<file path="config.mk">
export PLATFORM = sky130hd
export DESIGN_NAME = fetch_unit_flat
export DESIGN_NICKNAME = d
export VERILOG_FILES = /design/src/rtl/fetch_unit_if.sv /design/src/rtl/fetch_unit.sv /design/src/flat_wrapper.sv
export SDC_FILE = /design/constraint.sdc
export NUM_CORES = 1
export LEC_CHECK = 0
export BUFFER_PORTS_ARGS = -buffer_cell sky130_fd_sc_hd__buf_2
export CAP_MARGIN = 10
export CORE_UTILIZATION = 55
export CTS_BUF_LIST = sky130_fd_sc_hd__clkbuf_8
export DETAILED_ROUTE_END_ITERATION = 6
export PLACE_DENSITY = 0.77
export SLEW_MARGIN = 10
export SYNTH_ARGS = -nofsm -noshare
export SYNTH_HDL_FRONTEND = slang
export SYNTH_SLANG_ARGS = --single-unit
</file>
<file path="constraint.sdc">
create_clock -name clk -period 4.1 [get_ports clk]
set_input_delay 0.205 -clock clk [delete_from_list [all_inputs] [get_ports clk]]
set_output_delay 0.205 -clock clk [all_outputs]
set_load 0.02 [all_outputs]
</file>
<file path="src/rtl/fetch_unit_if.sv">
// Bundle of the two handshakes around the fetch stage:
//   imem_*  : request/grant/response port towards instruction memory
//   instr_* : valid/ready port towards decode
// Modports:
//   master : the fetch unit (drives requests and the decode-side head entry)
//   slave  : memory and decode environment
interface fetch_unit_if;
  logic        imem_req;
  logic [31:0] imem_addr;
  logic        imem_gnt;
  logic        imem_rvalid;
  logic [31:0] imem_rdata;
  logic        instr_valid;
  logic [31:0] instr;
  logic [31:0] instr_pc;
  logic        instr_ready;

  modport master (
    output imem_req, imem_addr, instr_valid, instr, instr_pc,
    input  imem_gnt, imem_rvalid, imem_rdata, instr_ready
  );

  modport slave (
    input  imem_req, imem_addr, instr_valid, instr, instr_pc,
    output imem_gnt, imem_rvalid, imem_rdata, instr_ready
  );
endinterface

</file>
<file path="src/rtl/fetch_unit.sv">
// Instruction fetch stage feeding data_path.
// Holds the fetch PC, issues one word request at a time to instruction
// memory, buffers returned words with their PC in a circular prefetch FIFO
// and presents the FIFO head to decode. Taken branches/jumps redirect the PC
// and flush buffered and in-flight work; a misaligned target raises a sticky
// fault and halts fetching until reset.
// Ports:
//   clk, rst                  clock, synchronous active-high reset
//   bus (fetch_unit_if.master) imem req/gnt/rvalid port and decode valid/ready port
//   beq, bneq, bge, blt, jump  taken-redirect flags from data_path
//   target_pc                  redirect target
//   fetch_fault, fault_pc      sticky misaligned-target fault and offending target
module fetch_unit #(
  parameter logic [31:0] RESET_PC = 32'h0000_0000,
  parameter int unsigned DEPTH    = 4
) (
  input  logic               clk,
  input  logic               rst,
  fetch_unit_if.master       bus,
  input  logic               beq,
  input  logic               bneq,
  input  logic               bge,
  input  logic               blt,
  input  logic               jump,
  input  logic [31:0]        target_pc,
  output logic               fetch_fault,
  output logic [31:0]        fault_pc
);

  localparam int unsigned AW   = (DEPTH > 1) ? $clog2(DEPTH) : 1;
  localparam logic [AW:0] FULL = (AW+1)'(DEPTH);

  typedef enum logic [1:0] {
    S_ISSUE,
    S_WAIT,
    S_DROP,
    S_HALT
  } state_t;

  state_t        state;
  // PCs are kept as word addresses so the emitted address is aligned by construction.
  logic [31:2]   pc_fetch;
  logic [31:2]   pc_issued;
  // Low for the first cycle after reset so no request is raised in that cycle.
  logic          started;

  logic [31:0]   fifo_instr [DEPTH];
  logic [31:2]   fifo_pc    [DEPTH];
  logic [AW-1:0] rd_ptr;
  logic [AW-1:0] wr_ptr;
  logic [AW:0]   count;

  logic redirect;
  logic aligned;
  logic fifo_nonempty;
  logic req;
  logic push;
  logic pop;

  assign redirect      = beq | bneq | bge | blt | jump;
  assign aligned       = (target_pc[1:0] == 2'b00);
  assign fifo_nonempty = (count != '0);

  // A pending request is withdrawn while a redirect is presented.
  assign req  = ~rst & started & (state == S_ISSUE) & (count < FULL) & ~redirect;
  // A response racing a redirect is discarded; a flush beats a dequeue.
  assign push = ~rst & (state == S_WAIT) & bus.imem_rvalid & ~redirect;
  assign pop  = ~rst & fifo_nonempty & bus.instr_ready & ~redirect;

  assign bus.imem_req    = req;
  assign bus.imem_addr   = {pc_fetch, 2'b00};
  assign bus.instr_valid = ~rst & fifo_nonempty;
  assign bus.instr       = fifo_instr[rd_ptr];
  assign bus.instr_pc    = {fifo_pc[rd_ptr], 2'b00};

  // FIFO storage needs no reset: entries are only observable when count says so.
  always_ff @(posedge clk) begin
    if (push) begin
      fifo_instr[wr_ptr] <= bus.imem_rdata;
      fifo_pc[wr_ptr]    <= pc_issued;
    end
  end

  always_ff @(posedge clk) begin
    if (rst) begin
      state       <= S_ISSUE;
      pc_fetch    <= RESET_PC[31:2];
      pc_issued   <= RESET_PC[31:2];
      started     <= 1'b0;
      rd_ptr      <= '0;
      wr_ptr      <= '0;
      count       <= '0;
      fetch_fault <= 1'b0;
      fault_pc    <= '0;
    end else begin
      started <= 1'b1;
      if (redirect && (state != S_HALT)) begin
        rd_ptr <= '0;
        wr_ptr <= '0;
        count  <= '0;
        if (aligned) begin
          pc_fetch <= target_pc[31:2];
          case (state)
            S_ISSUE: state <= S_ISSUE;
            // The outstanding response must still be absorbed unless it is here now.
            S_WAIT,
            S_DROP:  state <= bus.imem_rvalid ? S_ISSUE : S_DROP;
            default: state <= S_HALT;
          endcase
        end else begin
          fetch_fault <= 1'b1;
          fault_pc    <= target_pc;
          state       <= S_HALT;
        end
      end else begin
        case (state)
          S_ISSUE: begin
            if (req && bus.imem_gnt) begin
              pc_issued <= pc_fetch;
              pc_fetch  <= pc_fetch + 1'b1;
              state     <= S_WAIT;
            end
          end
          S_WAIT: begin
            if (bus.imem_rvalid) state <= S_ISSUE;
          end
          S_DROP: begin
            if (bus.imem_rvalid) state <= S_ISSUE;
          end
          S_HALT: begin
            state <= S_HALT;
          end
          default: state <= S_HALT;
        endcase

        if (push) wr_ptr <= wr_ptr + 1'b1;
        if (pop)  rd_ptr <= rd_ptr + 1'b1;
        case ({push, pop})
          2'b10:   count <= count + 1'b1;
          2'b01:   count <= count - 1'b1;
          default: count <= count;
        endcase
      end
    end
  end

endmodule

</file>
<file path="src/flat_wrapper.sv">
// flat-port wrapper written by rule: the top's interface ports become plain ports
module fetch_unit_flat 
#(
  parameter logic [31:0] RESET_PC = 32'h0000_0000,
  parameter int unsigned DEPTH    = 4
)
  (clk, rst, beq, bneq, bge, blt, jump, target_pc, fetch_fault, fault_pc, bus_imem_req, bus_imem_addr, bus_instr_valid, bus_instr, bus_instr_pc, bus_imem_gnt, bus_imem_rvalid, bus_imem_rdata, bus_instr_ready);
  fetch_unit_if bus_i ();
  input  logic clk;
  input  logic rst;
  input  logic beq;
  input  logic bneq;
  input  logic bge;
  input  logic blt;
  input  logic jump;
  input  logic [31:0] target_pc;
  output logic fetch_fault;
  output logic [31:0] fault_pc;
  output wire logic [$bits(bus_i.imem_req)-1:0] bus_imem_req;
  output wire logic [$bits(bus_i.imem_addr)-1:0] bus_imem_addr;
  output wire logic [$bits(bus_i.instr_valid)-1:0] bus_instr_valid;
  output wire logic [$bits(bus_i.instr)-1:0] bus_instr;
  output wire logic [$bits(bus_i.instr_pc)-1:0] bus_instr_pc;
  input wire logic [$bits(bus_i.imem_gnt)-1:0] bus_imem_gnt;
  input wire logic [$bits(bus_i.imem_rvalid)-1:0] bus_imem_rvalid;
  input wire logic [$bits(bus_i.imem_rdata)-1:0] bus_imem_rdata;
  input wire logic [$bits(bus_i.instr_ready)-1:0] bus_instr_ready;
  assign bus_imem_req = bus_i.imem_req;
  assign bus_imem_addr = bus_i.imem_addr;
  assign bus_instr_valid = bus_i.instr_valid;
  assign bus_instr = bus_i.instr;
  assign bus_instr_pc = bus_i.instr_pc;
  assign bus_i.imem_gnt = bus_imem_gnt;
  assign bus_i.imem_rvalid = bus_imem_rvalid;
  assign bus_i.imem_rdata = bus_imem_rdata;
  assign bus_i.instr_ready = bus_instr_ready;
  fetch_unit #(.RESET_PC(RESET_PC), .DEPTH(DEPTH)) u_core (.clk(clk), .rst(rst), .bus(bus_i), .beq(beq), .bneq(bneq), .bge(bge), .blt(blt), .jump(jump), .target_pc(target_pc), .fetch_fault(fetch_fault), .fault_pc(fault_pc));
endmodule
</file>
# After elaboration in Yosys (flattened, before gate mapping)
# Memory sizes are Yosys's and may differ from the RTL's. A register that Yosys moved wholly into a read port is not among the register bits.
# Index checks and enable logic that the tools add are counted.
# Widths: inputs -> output; s select.
op_classes:
  n_addsub: 5
  multipliers: 0
  n_div: 0
  n_lt_le_gt_ge: 1
  n_eq_ne: 9
  n_shift: 0
  n_mux: 19
  bitwise: 18
  reduce_logical: 14
op_table:
  columns: ["operator", "count"]
  rows:
  - ["$mux 30", 4]
  - ["$add 30x1->30 const B", 1]
  - ["$mux 2", 9]
  - ["$and 1x1->1", 10]
  - ["$eq 2x2->1 const B", 3]
  - ["$pmux 2 s3", 1]
  - ["$pmux 3 s2", 1]
  - ["$reduce_and 3->1", 2]
  - ["$reduce_bool 2->1", 3]
  - ["$add 2x1->2 const B", 2]
  - ["$eq 2x1->1 const B", 2]
  - ["$logic_not 2->1", 2]
  - ["$not 1->1", 4]
  - ["$or 1x1->1", 4]
  - ["$pmux 2 s2", 1]
  - ["$reduce_and 2->1", 2]
  - ["$reduce_or 2->1", 2]
  - ["$add 3x1->3 const B", 1]
  - ["$lt 3x3->1 const B", 1]
  - ["$mux 1", 3]
  - ["$ne 3x1->1 const B", 1]
  - ["$ne 3x3->1 const B", 1]
  - ["$reduce_bool 3->1", 1]
  - ["$sub 3x1->3 const B", 1]
  - ["3 further kinds", 4]
totals:
  reg_bits: 103
  latchBits: 0
  mem_bits_rw: 248
  romBits: 0
  word_cells: 77
  n_memories: 2
mem_list:
  columns: ["memory", "depth", "width", "rd", "rd_ports_with_merged_regs", "write_ports", "line_no", "text"]
  rows:
  - ["u_core.fifo_instr", 4, 32, 1, 1, 1, "fetch_unit.sv:47", "logic [31:0] fifo_instr [DEPTH];"]
  - ["u_core.fifo_pc", 4, 30, 1, 1, 1, "fetch_unit.sv:48", "logic [31:2] fifo_pc [DEPTH];"]

# Logic depth before layout (Yosys ltp)
# Gate-level depths: netlist of the first run.
logic_depth:
  word_depth: 10
  mapped_depth: 12
  mapped_depth_nobuf: 11

# Worst setup path after synthesis of the first run
# Ideal clock, no wire load.
synth_timing:
  path_type: "input to register"
  startpoint: "input beq"
  endpoint: "memory u_core.fifo_instr[1][0], enable pin"
  setup_time_ns: 0.426
  arrival_time_ns: 2.858
  required_time_ns: 3.674
  setup_slack_ns: 0.815
  stages: 5
  path_buffers: 1
  path_cell_list: "or4_4 -> nor2_1 -> and4_1 -> clkbuf_1 -> and2_1"
synth_between:
  elab_chain_len: 8
synth_rtl:
  columns: ["element", "line_no", "text"]
  rows:
  - ["start: declaration", "flat_wrapper.sv:11", "input logic beq;"]
  - ["$or 1x1->1 (4 in series)", "fetch_unit.sv:60", "assign redirect = beq | bneq | bge | blt | jump;"]
  - ["$not 1->1", "fetch_unit.sv:67", "assign push = ~rst & (state == S_WAIT) & bus.imem_rvalid & ~redirect;"]
  - ["$and 1x1->1", "fetch_unit.sv:67", null]
  - ["$mux 1", "fetch_unit.sv:78", "if (push) begin"]
  - ["$mux 1 (not written as such)", "fetch_unit.sv:79", "fifo_instr[wr_ptr] <= bus.imem_rdata;"]
  - ["end: declaration", "fetch_unit.sv:47", null]
# Every way passes these cells.

# Final worst setup path of the first run
layout_timing:
  startpoint: "register u_core.state[1]"
  endpoint: "register u_core.pc_fetch[15] in the netlist's numbering"
layout_between:
  elab_chain_len: 7
  word_cells_on_any_way: 12
layout_rtl:
  columns: ["element", "line_no", "text"]
  rows:
  - ["start: declaration", "fetch_unit.sv:40", "state_t state;"]
  - ["start signal: assignment", "fetch_unit.sv:107", "S_DROP: state <= bus.imem_rvalid ? S_ISSUE : S_DROP;"]
  - ["$logic_not 2->1", "fetch_unit.sv:65, fetch_unit.sv:116", null]
  - ["$and 1x1->1 (3 in series)", "fetch_unit.sv:65", "assign req = ~rst & started & (state == S_ISSUE) & (count < FULL) & ~redirect;"]
  - ["$logic_and 1x1->1", "fetch_unit.sv:118", "if (req && bus.imem_gnt) begin"]
  - ["$reduce_bool 2->1 (no source line)", null, null]
  - ["$reduce_and 3->1 (no source line)", null, null]
  - ["end signal: assignment", "fetch_unit.sv:87", "pc_fetch <= RESET_PC[31:2];"]
  - ["end signal: assignment", "fetch_unit.sv:102", "pc_fetch <= target_pc[31:2];"]
  - ["end signal: assignment", "fetch_unit.sv:120", "pc_fetch <= pc_fetch + 1'b1;"]
  - ["end: declaration", "fetch_unit.sv:42", "logic [31:2] pc_fetch;"]
# Parallel ways exist; a longest one is shown, timed or not.
# A chain may end at the register's enable or synchronous reset.

==> results of run 1 <==
-- registers in the layout (all words and copies together), names as in the netlist, named ones only --
name	cells
u_core.state	2
u_core.fault_pc	32
u_core.count	3
u_core.pc_issued	30
u_core.wr_ptr	2
u_core.pc_fetch	30
u_core.fifo_pc	120
u_core.fetch_fault	1
u_core.fifo_instr	128
u_core.started	1
u_core.rd_ptr	2
-- routing by layer --
layer,global-route usage [%],vias to the layer above,part of all wire [%]
met5,0,-,0
met2,39.76,398,47
met3,5.117,76,7.4
met4,8.658,0,2.9
li1,-,4138,-
met1,31.62,4361,42
-- through the flow --
step | instance area (um^2) | setup slack, ns | std cells | hold WS, ns | total power, mW
after global placement | 15090 | 1.234 | 1423 | 0.4224 | 4.331
after CTS | 16720 | 1.114 | 1589 | 0.01920 | 6.980
final | 16720 | 1.073 | 1589 | 0.03962 | 6.954
after global routing | 16720 | 0.8733 | 1589 | 0.05965 | 7.174
after floorplan | 13780 | 0.8151 | 947 | 0.3039 | 4.189
after detailed placement | 15090 | 1.138 | 1423 | 0.4276 | 4.340
-- final cells by class --
class | instances | share of cell area [%]
clock buffer | 55 | 4.527
clock inverter | 45 | 1.295
sequential | 353 | 57.14
inverter | 19 | 0.4265
timing repair buffer | 280 | 10.94
multi-input combinational | 513 | 23.25
tap | 324 | 2.424
-- kinds of logic (layout without fill, tap and decap cells) --
group / after synthesis / after routing / synth area share (%)
flops: 353 / 353 / 69.34
simple gates: 265 / 265 / 8.931
compound gates: 163 / 163 / 7.351
buf+inv: 81 / 399 / 2.626
mux: 64 / 64 / 10.29
fa+ha+maj: 11 / 11 / 1.054
xor+xnor: 6 / 6 / 0.3817
other cells: 1 / 4 / 0.02723
-- placed cells by master, fill, tap and decap left out, types with 3 or more instances in the layout --
cell	count
and2_2	4
xnor2_1	3
o32ai_1	6
xor2_1	3
buf_4	9
a31oi_1	7
dlygate4sd3_1	66
a22oi_1	3
clkinv_2	7
buf_2	200
ha_1	10
and2_1	8
dfxtp_1	103
clkinv_1	18
buf_12	5
nand2_1	146
inv_1	36
edfxtp_1	248
a21oi_1	82
a22o_1	3
nor3_1	9
and3_1	5
o211ai_1	4
o21ai_1	3
conb_1	4
o21ai_0	21
nor4_1	8
and4_1	4
a32o_1	5
clkbuf_8	55
o31a_1	5
nand4_1	10
nand3_1	12
mux4_2	62
a211o_1	3
nor2_1	40
a21o_1	4
or3_1	3
-- final timing paths --
path,slack (ns),endpoint,startpoint,cells after the start
max,1.07,u_core.pc_fetch[15]$_SDFFE_PP0P_,u_core.state[1]$_SDFFE_PP0P_,7
min reg2reg,0.45,u_core.fault_pc[30]$_SDFFE_PP0P_,u_core.fault_pc[30]$_SDFFE_PP0P_,2
min,0.04,u_core.state[0]$_SDFFE_PP0P_,bus_imem_rvalid,4
max reg2reg,1.07,u_core.pc_fetch[15]$_SDFFE_PP0P_,u_core.state[1]$_SDFFE_PP0P_,7
-- cell usage after synthesis, drive strengths merged (12+ instances only) --
cell    instances
a21oi          84
and2           12
buf            23
clkbuf         39
dfxtp         105
edfxtp        248
inv            19
mux4           62
nand2         147
nand3          13
nor2           40
o21ai          24
-- where the power goes --
part,switching (mW),internal (mW)
clock network,1.31,1.32
logic,0.263,0.170
registers,0.0543,3.84
-- critical path: cells and delay by family (launching register included) --
family / cells / cell delay [ns]
AOI/OAI and AO/OA: 1 / 0.17
and+or+nand+nor: 4 / 2.12
DFF: 1 / 0.34
adders and majority gates: 1 / 0.22
buffers and inverters: 1 / 0.11
-- timing repair --
action / in CTS / in global routing
hold buffers: 66 / 0
resized for setup: 0 / 0
hold endpoints to repair: 182 / 0
==> summary.txt, run 1 <==
Cells and area
  • Nets: around 1,300
  • Layout cells sized above 1: 28.46%
  • Layout Utilization: about two thirds
  • Area Overhead vs Synth: 21.42%
  • Number of inserted diodes: 0
  • Multi-input combinational cell area: ~4000 um^2
  • Filler Cell Count: about 1,600
  • Storage element area: about 9600 um^2

STA
  • RSZ-0062 raised after global routing: no
  • Slew HR: 26.46%
  • Fmax: ~0.33 GHz
  • Final worst path period need: about 3 ns
  • Max-slew violations: 0
  • Clk_skew: 0.02040 ns
  • Hold violation count in the final report: 0
  • Setup TNS: 0 ns
  • Slew @ Worst Pin: around 1.1 ns
  • Final period util: approximately 74%
  • Final setup violation count: 0

Status
  • Status: finished clean

GRT
  • Antenna violations before repair: 0
  • Vias in the first global route: around 9,100
  • First-pass GRT wire length: about 48,000 um
  • Global route overflow: 0
  • Largest net degree at the start of global routing: between 70 and 80
  • Total GRT Usage: between 20% and 30%

Clock tree
  • Setup Fix Bufs, Post-CTS: 0
  • CTS tree: built
  • Root Buffer: clkbuf_8
  • H-tree depth: 2
  • CTS sink count: ~350
  • Cts bufs inserted: 54
  • Max clock buf depth: 3
  • Reg clk slew, reported paths: ~0.060 ns
  • Clock Latency Late Sink: ~0.58 ns

Drt
  • Initial DRT Pass Iterations: 5
  • Via count: 8,973
  • Initial DRC count: 731
  • Post-route ant nets: 0
  • Wire per inst: about 20 um
  • Final wirelength: between 30,000 and 40,000 um
  • Via density: roughly 5.6
  • DRC Markers: 0

Yosys
  • Sequential area share after synthesis: about 69%
  • Leading area contributor after synthesis: edfxtp_1
  • Mapped Cells: about 940
  • Post-synthesis average cell area: 14.59 um^2
  • FFs w/ async S/R, synth: 0%
  • Area share of the largest cell type after synthesis: between 50% and 60%
  • Synth Cell Area: 13,770 um^2
  • EDFF count, synth: around 250
  • Ys flop type: edfxtp_1
  • Netlist cell types: 62
  • #FFs+latches synth: approximately 350
  • Dominant cells by area after synthesis: edfxtp_1 (54%), dfxtp_1 (15%), mux4_2 (10%)
  • Synth warn: 0

Power
  • PD cells: just over 400 nW/um^2
  • Maximum VDD drop: 253.6 uV
  • P_leak: 6.331 nW

Floorplanning
  • Core region area: between 20,000 and 25,000 um^2
  • Die area: around 26,000 um^2
  • IO Pins: between 200 and 250
  • Die height: roughly 160 um
  • Die width: 160.2 um
  • Row count: 57
  • Starting Density: between 50% and 60%

Worst setup path
  • CP cell instances: inv_1, ha_1, or4bb_1, or4_4, and2_1, nor2_1, a32o_1
  • Max incr delay on CP: approximately 0.66 ns
  • Slowest cell on crit path: or4_4
  • Peak fanout along the critical path: 38
  • CP Class: reg -> reg
  • Worst setup SP type: flop
  • Crit path DAT: 3.55 ns
  • Worst Path Required: between 4 and 5 ns
  • Critical Path Sink Type: flop

Flow run
  • Max cap viols: 0

Place
  • HPWL after DPL: around 20,000 um
  • PortBufs: 200
  • RePlAce Congestion: a little under 0.9

Hold path
  • Worst Hold Class: in -> reg
Power figures use the tool's default switching activity.
==> run 2, diff against run 1 <==
--- a/config.mk
+++ b/config.mk
@@ -5,6 +5,7 @@
 export SDC_FILE = /design/constraint.sdc
 export NUM_CORES = 1
 export LEC_CHECK = 0
+export ABC_AREA = 1
 export BUFFER_PORTS_ARGS = -buffer_cell sky130_fd_sc_hd__buf_2
 export CAP_MARGIN = 10
 export CORE_UTILIZATION = 55
==> constraint.sdc (replaced) <==
create_clock -name clk -period 2.9 [get_ports clk]
set_input_delay 0.145 -clock clk [delete_from_list [all_inputs] [get_ports clk]]
set_output_delay 0.145 -clock clk [all_outputs]
set_load 0.02 [all_outputs]
==> run 2 against run 1 <==
- die area grew 5.5%
- wire length grew 5.5%
- worst hold slack gained 0.041 ns
- clock power grew 46%
- maximum frequency grew 22%
- combinational power grew 140%
- cell count grew 31%
- non-clock buffer count grew 6
- sequential power grew 45%
- clock skew shrank 0.0044 ns
- via count grew 22%
- register-to-register slack lost 0.65 ns
==> summary.txt, run 2 <==
Drt
  • Initial DRT Pass Iterations: 5 (unchanged)
  • Wire per inst: 15.65 um (was 19.42 um)
  • Via density: 5.267 (was 5.647)
  • Final wirelength: 32,550 um (was 30,860 um)
  • Via count: 10,955 (was 8,973)
  • Post-route ant nets: 0 (unchanged)
  • Initial DRC count: 860 (was 731)
  • DRC Markers: 0 (unchanged)

Cells and area
  • Number of inserted diodes: 0 (unchanged)
  • Area Overhead vs Synth: 20.23% (was 21.42%)
  • Largest regs: u_core.fifo_instr x128, u_core.fifo_pc x120, u_core.fault_pc x32 (unchanged)
  • Nets: 1,786 (was 1,306)
  • Post-route cell area: 17,470 um^2 (was 16,720 um^2)
  • Layout cells sized above 1: 18.34% (was 28.46%)
  • Top reg by flops: u_core.fifo_instr (unchanged)
  • Most frequent cells in the layout: edfxtp_1 (248), nor2_1 (236), o21ai_0 (200), buf_2 (200), nand2_1 (195) (was edfxtp_1 (248), buf_2 (200), nand2_1 (146))
  • Layout Utilization: 67.23% (was 68.35%)
  • Commonest non-fill, non-tap cell in the layout: edfxtp_1 (unchanged)
  • Largest register FFs: 128 (unchanged)

Yosys
  • FFs w/ async S/R, synth: 0% (unchanged)
  • Synth cell count leaders: edfxtp_1 (248), nor2_1 (240), o21ai_0 (200), nand2_1 (195), inv_1 (134) (was edfxtp_1 (248), nand2_1 (146), dfxtp_1 (105), a21oi_1 (83), mux4_2 (62))
  • Dominant cells by area after synthesis: edfxtp_1 (51%), dfxtp_1 (14%), o21ai_0 (6.9%) (was edfxtp_1 (54%), dfxtp_1 (15%), mux4_2 (10%))
  • Area share of the largest cell type after synthesis: 51.25% (was 54.08%)
  • Netlist cell types: 33 (was 62)
  • Leading area contributor after synthesis: edfxtp_1 (unchanged)
  • Ys flop type: edfxtp_1 (unchanged)
  • #FFs+latches synth: 353 (unchanged)
  • Most common cell in the netlist: edfxtp_1 (unchanged)
  • EDFF count, synth: 248 (unchanged)
  • Sequential area share after synthesis: 65.71% (was 69.34%)
  • Synth Cell Area: 14,530 um^2 (was 13,770 um^2)
  • Mapped Cells: 1,436 (was 944)
  • Post-synthesis average cell area: 10.12 um^2 (was 14.59 um^2)
  • Synth warn: 0 (unchanged)

STA
  • Fmax: 0.4045 GHz (was 0.3303 GHz)
  • Final worst path period need: 2.472 ns (was 3.027 ns)
  • Slew HR: 44.13% (was 26.46%)
  • Final period util: 85.25% (was 73.83%)
  • Hold violation count in the final report: 0 (unchanged)
  • Slew @ Worst Pin: 0.8380 ns (was 1.103 ns)
  • WHS: 0.08101 ns (was 0.03962 ns)
  • Clk_skew: 0.01603 ns (was 0.02040 ns)
  • Final setup violation count: 0 (unchanged)
  • Max-slew violations: 0 (unchanged)
  • RSZ-0062 raised after global routing: no (unchanged)
  • Final worst slack: 0.4278 ns (was 1.073 ns)

Worst setup path
  • R2r setup slk: 0.43 ns (was 1.07 ns)
  • Crit path DAT: 2.99 ns (was 3.55 ns)
  • Peak fanout along the critical path: 21 (was 38)
  • Worst R2R Start: u_core.state[0]$_SDFFE_PP0P_ (was u_core.state[1]$_SDFFE_PP0P_)
  • CP Class: reg -> reg (unchanged)
  • Worst R2R Path Depth: 7 (unchanged)
  • Critical Path Sink Type: flop (unchanged)
  • Worst Path Required: 3.42 ns (was 4.62 ns)
  • FF-to-FF End: u_core.fault_pc[0]$_SDFFE_PP0P_ (was u_core.pc_fetch[15]$_SDFFE_PP0P_)
  • Worst setup SP type: flop (unchanged)

Floorplanning
  • Die area: 27,080 um^2 (was 25,670 um^2)
  • Die width: 164.5 um (was 160.2 um)
  • Starting Density: 55.92% (was 56.29%)
  • Row count: 59 (was 57)
  • IO Pins: 205 (unchanged)
  • Core region area: 25,980 um^2 (was 24,460 um^2)
  • Die height: 164.5 um (was 160.2 um)

GRT
  • Global route overflow: 0 (unchanged)
  • Total GRT Usage: 24.21% (was 24.07%)
  • First-pass GRT wire length: 51,480 um (was 48,070 um)
  • Largest net degree at the start of global routing: 125 (was 78)
  • Vias in the first global route: 10,529 (was 9,099)
  • Antenna violations before repair: 0 (unchanged)

Place
  • Placed cell areas: 15,790 um^2 (was 15,090 um^2)
  • PortBufs: 200 (unchanged)
  • Place WS: 0.4646 ns (was 1.138 ns)
  • HPWL after DPL: 19,930 um (was 19,670 um)
  • RePlAce Congestion: 0.8599 (was 0.8760)

Status
  • Status: finished clean (unchanged)

Hold path
  • Worst hold path startpoint: blt (was bus_imem_rvalid)
  • Hold path cells: 6 (was 4)
  • Hold EP: u_core.wr_ptr[0]$_SDFFE_PP0P_ (was u_core.state[0]$_SDFFE_PP0P_)
  • Worst Hold Class: in -> reg (unchanged)

Clock tree
  • H-tree depth: 2 (unchanged)
  • Cts bufs inserted: 53 (was 54)
  • Reg clk slew, reported paths: 0.07 ns (was 0.06 ns)
  • Setup Fix Bufs, Post-CTS: 0 (unchanged)
  • Hold-fix buffers, CTS: 67 (was 66)
  • Post-CTS sizing: 0 (unchanged)
  • Clock Latency Late Sink: 0.58 ns (about the same)
  • CTS tree: built (unchanged)
  • CTS sink count: 353 (unchanged)
  • Max clock buf depth: 3 (unchanged)
  • Root Buffer: clkbuf_8 (unchanged)

Flow run
  • Max cap viols: 0 (unchanged)

Power
  • Tot Pwr: 10.54 mW (was 6.954 mW)
  • Maximum VDD drop: 398.9 uV (was 253.6 uV)
  • PD cells: 603.3 nW/um^2 (was 415.9 nW/um^2)
  • P_leak: 6.859 nW (was 6.331 nW)
[run 2: changes by cell type in the layout (fill, tap and decap cells not counted), moves of 49 or more]
cell and delta:
nor2_1 +196, o21ai_0 +179, inv_1 +115, mux4_2 -62
o22ai_1 +60, nand2_1 +49
[run 2: worst max-delay path by stage]
stage,startpoint,to,slack [ns],cells after the start
after floorplan,u_core.state[0]$_SDFFE_PP0P_,u_core.fifo_instr[0][0]$_DFFE_PP_,-0.14,5
after global placement,u_core.state[0]$_SDFFE_PP0P_,u_core.count[1]$_SDFFE_PP0P_,0.59,10
after detailed placement,u_core.state[1]$_SDFFE_PP0P_,u_core.count[1]$_SDFFE_PP0P_,0.46,11
after CTS,u_core.state[0]$_SDFFE_PP0P_,u_core.fault_pc[0]$_SDFFE_PP0P_,0.43,7
after global routing,u_core.state[0]$_SDFFE_PP0P_,u_core.fault_pc[0]$_SDFFE_PP0P_,0.23,7
final,u_core.state[0]$_SDFFE_PP0P_,u_core.fault_pc[0]$_SDFFE_PP0P_,0.43,7
[run 2: power breakdown]
group / total [mW] / internal, mW / switching, mW
clock: 3.84 / 1.98 / 1.85
combinational: 1.05 / 0.372 / 0.679
sequential: 5.65 / 5.49 / 0.161
total: 10.5 / 7.85 / 2.69
[run 2: metal layers]
metal	routed length, um	global-route usage [%]	vias to the layer above	part of all wire (%)
met5	0	0	-	0
met4	860	9.758	0	2.6
met3	2626	5.575	66	8.1
met2	15280	40.05	457	47
met1	13780	30.79	5028	42
li1	-	-	5404	-
[run 2: logic make-up (layout without fill, tap and decap cells)]
group | Yosys count | in the layout | share of synthesized area (%)
compound gates | 353 | 353 | 12.73
xor+xnor | 9 | 9 | 0.5425
fa+ha+maj | 11 | 11 | 0.9988
buf+inv | 216 | 522 | 6.156
flops | 353 | 353 | 65.71
other cells | 1 | 4 | 0.02581
simple gates | 493 | 493 | 13.83
[run 2: critical path, cell delays in order (launching register included)]
cell and delay, ns:
dfxtp_1 0.35, ha_1 0.22, inv_1 0.18, nand2_2 0.26
inv_1 0.59, nand2_1 0.12, a21oi_1 0.16, dlygate4sd3_1 0.55
[run 2: stage by stage]
stage          instances  setup TNS (ns)
2_1_floorplan       1439          -33.94
3_3_place_gp        1914               0
3_5_place_dp        1914               0
4_1_cts             2080               0
5_1_grt             2080               0
6_report            2080               0
[run 2: final cells by class]
| type | count | area [um^2] |
|---|---|---|
| flip-flops and latches | 353 | 9554 |
| fillers | 1944 | 8514 |
| multi-input cells | 870 | 4129 |
| repair buffers | 286 | 1839 |
| clock buffers | 56 | 770.7 |
| inverters | 137 | 515.5 |
| well taps | 335 | 419.2 |
| clock inverters | 43 | 242.7 |
